--- config.mk ---
export PLATFORM = sky130hd
export DESIGN_NAME = udp_tx_sched
export DESIGN_NICKNAME = d
export VERILOG_FILES = /design/src/rtl/udp_tx_sched.sv
export SDC_FILE = /design/constraint.sdc
export NUM_CORES = 1
export LEC_CHECK = 0
export ABC_AREA = 1
export BUFFER_PORTS_ARGS = -buffer_cell sky130_fd_sc_hd__buf_2
export CAP_MARGIN = 20
export CORE_ASPECT_RATIO = 1.1
export CORE_MARGIN = 3
export CORE_UTILIZATION = 45
export CTS_BUF_LIST = sky130_fd_sc_hd__clkbuf_8
export CTS_CLUSTER_DIAMETER = 80
export CTS_CLUSTER_SIZE = 28
export DETAILED_ROUTE_END_ITERATION = 6
export GPL_ROUTABILITY_DRIVEN = 0
export HOLD_SLACK_MARGIN = 0.08
export PLACE_DENSITY = 0.72
export SYNTH_ARGS = -nofsm -noshare
export SYNTH_HDL_FRONTEND = slang
export SYNTH_SLANG_ARGS = --single-unit
--- constraint.sdc ---
create_clock -name clk -period 3 [get_ports clk]
set_input_delay 0.45 -clock clk [delete_from_list [all_inputs] [get_ports clk]]
set_output_delay 0.45 -clock clk [all_outputs]
set_load 0.02 [all_outputs]
--- src/rtl/udp_tx_sched.sv ---
// udp_tx_sched: round-robin launcher in front of the MII UDP frame transmitter.
// Grants one requester, pulses tx_start, waits for tx_done or timeout, then holds the IFG.
module udp_tx_sched #(
    parameter int N_REQ      = 3,
    parameter int IFG_CYCLES = 24,
    parameter int TIMEOUT    = 4095
) (
    input  logic                clk,
    input  logic                clr,
    input  logic [N_REQ-1:0]    req,
    input  logic [32*N_REQ-1:0] req_cmd,
    output logic [N_REQ-1:0]    grant,
    output logic [31:0]         tx_cmd,
    output logic                tx_start,
    input  logic                tx_done,
    output logic                busy,
    output logic                timeout_err,
    output logic [15:0]         frame_cnt
);
    localparam int GAP_LEN = (IFG_CYCLES < 1) ? 1 : IFG_CYCLES;
    localparam int TW      = $clog2(TIMEOUT + 1);
    localparam int GW      = $clog2(GAP_LEN + 1);
    localparam int PW      = (N_REQ > 1) ? $clog2(N_REQ) : 1;

    typedef enum logic [1:0] {IDLE, START, WAIT, GAP} state_t;

    state_t           state;
    logic [PW-1:0]    last;
    logic [PW-1:0]    win;
    logic [PW-1:0]    idx;
    logic             found;
    logic [N_REQ-1:0] win_oh;
    logic [31:0]      win_cmd;
    logic [TW-1:0]    tmo;
    logic [GW-1:0]    gap_cnt;

    // Scan starts just past the last winner, so a fresh grant goes to the back of the line.
    always_comb begin
        win     = last;
        idx     = '0;
        found   = 1'b0;
        win_oh  = '0;
        win_cmd = '0;
        for (int i = 1; i <= N_REQ; i++) begin
            idx = PW'((int'(last) + i) % N_REQ);
            if (!found && req[idx]) begin
                found = 1'b1;
                win   = idx;
            end
        end
        for (int n = 0; n < N_REQ; n++) begin
            if (PW'(n) == win) begin
                win_oh[n] = 1'b1;
                win_cmd   = req_cmd[32*n +: 32];
            end
        end
    end

    always_ff @(posedge clk) begin
        if (clr) begin
            state       <= IDLE;
            grant       <= '0;
            tx_cmd      <= '0;
            tx_start    <= 1'b0;
            busy        <= 1'b0;
            timeout_err <= 1'b0;
            frame_cnt   <= '0;
            last        <= PW'(N_REQ - 1);
            tmo         <= '0;
            gap_cnt     <= '0;
        end else begin
            grant       <= '0;
            tx_start    <= 1'b0;
            timeout_err <= 1'b0;
            unique case (state)
                IDLE: begin
                    if (found) begin
                        grant    <= win_oh;
                        tx_cmd   <= win_cmd;
                        last     <= win;
                        tx_start <= 1'b1;
                        busy     <= 1'b1;
                        state    <= START;
                    end
                end
                START: begin
                    tmo   <= '0;
                    state <= WAIT;
                end
                WAIT: begin
                    // A done arriving on the expiry cycle still counts as a good frame.
                    if (tx_done) begin
                        frame_cnt <= frame_cnt + 16'd1;
                        gap_cnt   <= '0;
                        state     <= GAP;
                    end else if (tmo == TW'(TIMEOUT - 1)) begin
                        timeout_err <= 1'b1;
                        gap_cnt     <= '0;
                        state       <= GAP;
                    end else begin
                        tmo <= tmo + 1'b1;
                    end
                end
                GAP: begin
                    if (gap_cnt == GW'(GAP_LEN - 1)) begin
                        busy  <= 1'b0;
                        state <= IDLE;
                    end else begin
                        gap_cnt <= gap_cnt + 1'b1;
                    end
                end
            endcase
        end
    end
endmodule

==> impl_metrics.yaml <==
synthesis:
  ys.flop_type: "dfxtp_1"
  ys_seq_area_share_pct: 34.45
  synth_area_sq_um: 4358
  yosys.cell_types.count: 36
  synthCells: 665
  synth_area_per_cell_sq_um: 6.553
  synth-edff-count: 0
  async_flop_share_pct: 0
  ys_warn_count: 0
  synth.net_count: 777
  synth-seq-cells: 75
pwr:
  leakage_nw: 2.812
  pwr-share-clk_pct: 12.0
  p_comb_share_pct: 67.3
  power_frac_seq_pct: 20.7
  p_int_mw: 3.014
  p_per_area_nw_per_um2: 1177
  vdd_ir_drop_max_v: 0.0006383
  power.total_mw: 6.339
  swShare_pct: 52.46
  p_sw_mw: 3.326
die:
  die_area_sq_um: 10900
  die_h_um: 109.2
  rows: 37
  io_pins: 156
  die_x_um: 99.83
  coreArea_sq_um: 9398
  initial_core_util_pct: 46.37
grt:
  grt-ovfl-total: 0
  antenna_found_initial: 0
  grt_max_degree: 45
  gr-usage-all-layers_pct: 20.65
  grt_pass1_wl_mm: 18.42
  first_global_vias: 4203
timing:
  fin_crit_sh_pct: 88.39
  slew_headroom_pct: 54.28
  final.setup.tns_ps: 0
  setup_viol: 0
  fmax_mhz: 377.1
  finalHoldViolations: 0
  period_needed_ps: 2652
  worst_pin_slew_ps: 684.8
  final_max_slew_viol_count: 0
  clock_skew_ps: 10.90
  rsz0062_at_grt: "no"
setup_path:
  crit_fanout: 27
  crit_type: "reg2reg"
  worst_ep_required_time_ps: 3210
  end_kind: "flop"
  worstPathArrival_ps: 2860
  reg2regPathDepth: 13
  startpoint_type: "flop"
route:
  drtAntennaViolNets: 0
  wl_per_cell_um: 12.34
  dr.pass1.iters: 4
  vias: 4599
  via_per_inst: 4.929
  drt_wl_total_mm: 11.51
  drc: 0
  drt_iter0_drc: 201
clock_network:
  clk_latency_ps: 340
  root_buffer: "clkbuf_8"
  cts_tree: "done"
  clk_pin_slew_ps: 80
  cts_setup_buffers: 0
  htreeDepth: 3
  numCtsBuffers: 9
  clock-sinks: 75
  cts_hold_buffers: 0
  cts_resized: 0
  clk_path_buf_depth: 2
finish:
  multi_input_area_sq_um: 2281
  area_growth_pct: 23.63
  nets: 924
  layout_common_cells: "174 x nand2_1, 155 x buf_2, 102 x inv_1"
  drive_above_1_share_pct: 27.57
  n_antenna_cell: 0
  regArea_sq_um: 1501
  layout_commonest_cell: "nand2_1"
  n_fill_cell: 917
run:
  maxCapViolCount: 0
worst_hold_path:
  min_path_type: "in2reg"
  hold_path_depth: 2
status:
  outcome: "finished, final reports clean"
place:
  hpwl_mm: 8.624
  io_buffers: 155
-- stage by stage --
step / cells / setup WS (ps) / hold slack, ps / area, sq um / utilization (%)
after detailed placement: 918 / 371.7 / 455.1 / 5199 / 55.32
after CTS: 933 / 364.6 / 293.6 / 5388 / 57.33
after global placement: 918 / 464.8 / 448.2 / 5199 / 55.32
final: 933 / 348.3 / 309.0 / 5388 / 57.33
after global routing: 933 / 142.5 / 298.7 / 5388 / 57.33
after floorplan: 665 / 857.0 / 434.1 / 4358 / -
-- critical path: stages (launching register included) --
cell and delay (ps):
dfxtp_1 370, inv_1 60, ha_1 370, o21ai_0 230
nand2_2 140, nand3_1 120, nand3_2 100, nand2_1 80
nand2_2 280, buf_12 280, nor2_4 220, nand2_1 90
nand3_1 100, a21oi_1 60
-- cells by family after synthesis --
kind of cell               count (synthesis)  share of synthesized area [%]
xor gates and xnor gates                   2                         0.4020
AOI/OAI and AO/OA                        121                          16.45
adders and majority gates                 10                          2.871
buffers and inverters                    135                          13.21
DFF                                       75                          34.45
and+or+nand+nor                          322                          32.62
-- flip-flops by register name, indices dropped and copies added (netlist names) --
register,flops
grant,3
frame_cnt,16
gap_cnt,5
timeout_err,1
tx_start,1
busy,1
state,2
tmo,12
last,2
tx_cmd,32
-- cell usage after synthesis, types with 3 or more instances --
cell type	number	area (sq um)
nand2_2	5	31.28
inv_2	5	18.77
ha_1	10	125.1
a21oi_2	24	210.2
nor3_1	14	70.07
inv_1	102	382.9
nor2_4	3	33.78
nand2_1	174	653.1
o21ai_1	3	15.01
nor2_1	34	127.6
nand3_2	3	30.03
clkbuf_1	11	41.29
dfxtp_1	75	1501
buf_2	4	20.02
nand3_1	79	395.4
a21oi_1	32	160.2
o21ai_0	54	270.3
buf_6	6	67.56
buf_4	5	37.54
-- path summary, 6_finish.rpt --
path	startpoint	endpoint	slack (ps)
setup / recovery	last[0]$_SDFFE_PP0P_	tx_cmd[21]$_SDFFE_PP0P_	350
hold / removal	tx_done	timeout_err$_SDFF_PP0_	310
setup reg to reg	last[0]$_SDFFE_PP0P_	tx_cmd[21]$_SDFFE_PP0P_	350
hold reg to reg	tmo[10]$_SDFFE_PP0P_	tmo[10]$_SDFFE_PP0P_	470
-- power by group through the flow --
| stage | Sequential, mW | Clock (mW) | Combinational (mW) |
|---|---|---|---|
| after floorplan | 1.50 | 0 | 3.26 |
| after global placement | 1.33 | 0 | 4.17 |
| after detailed placement | 1.33 | 0 | 4.27 |
| after CTS | 1.32 | 0.774 | 4.28 |
| after global routing | 1.34 | 0.818 | 4.81 |
| final | 1.31 | 0.759 | 4.27 |
-- cell type report --
type / instances / share of cell area [%]
Clock buffer: 9 / 2.299
Multi-Input combinational cell: 455 / 42.34
Clock inverter: 6 / 1.208
Timing Repair Buffer: 164 / 16.12
Tap cell: 117 / 2.717
Inverter: 107 / 7.455
Sequential cell: 75 / 27.87
-- routing by layer --
layer	global-route usage (%)	part of all wire [%]	wire [um]	vias to the layer above
met3	4.351	6.6	756	12
li1	-	-	-	2411
met4	8.585	1.2	143	0
met1	24.43	44	5018	2048
met2	36.13	49	5591	128
met5	0	0	0	-
No activity file was read; power rests on OpenSTA's default activity.
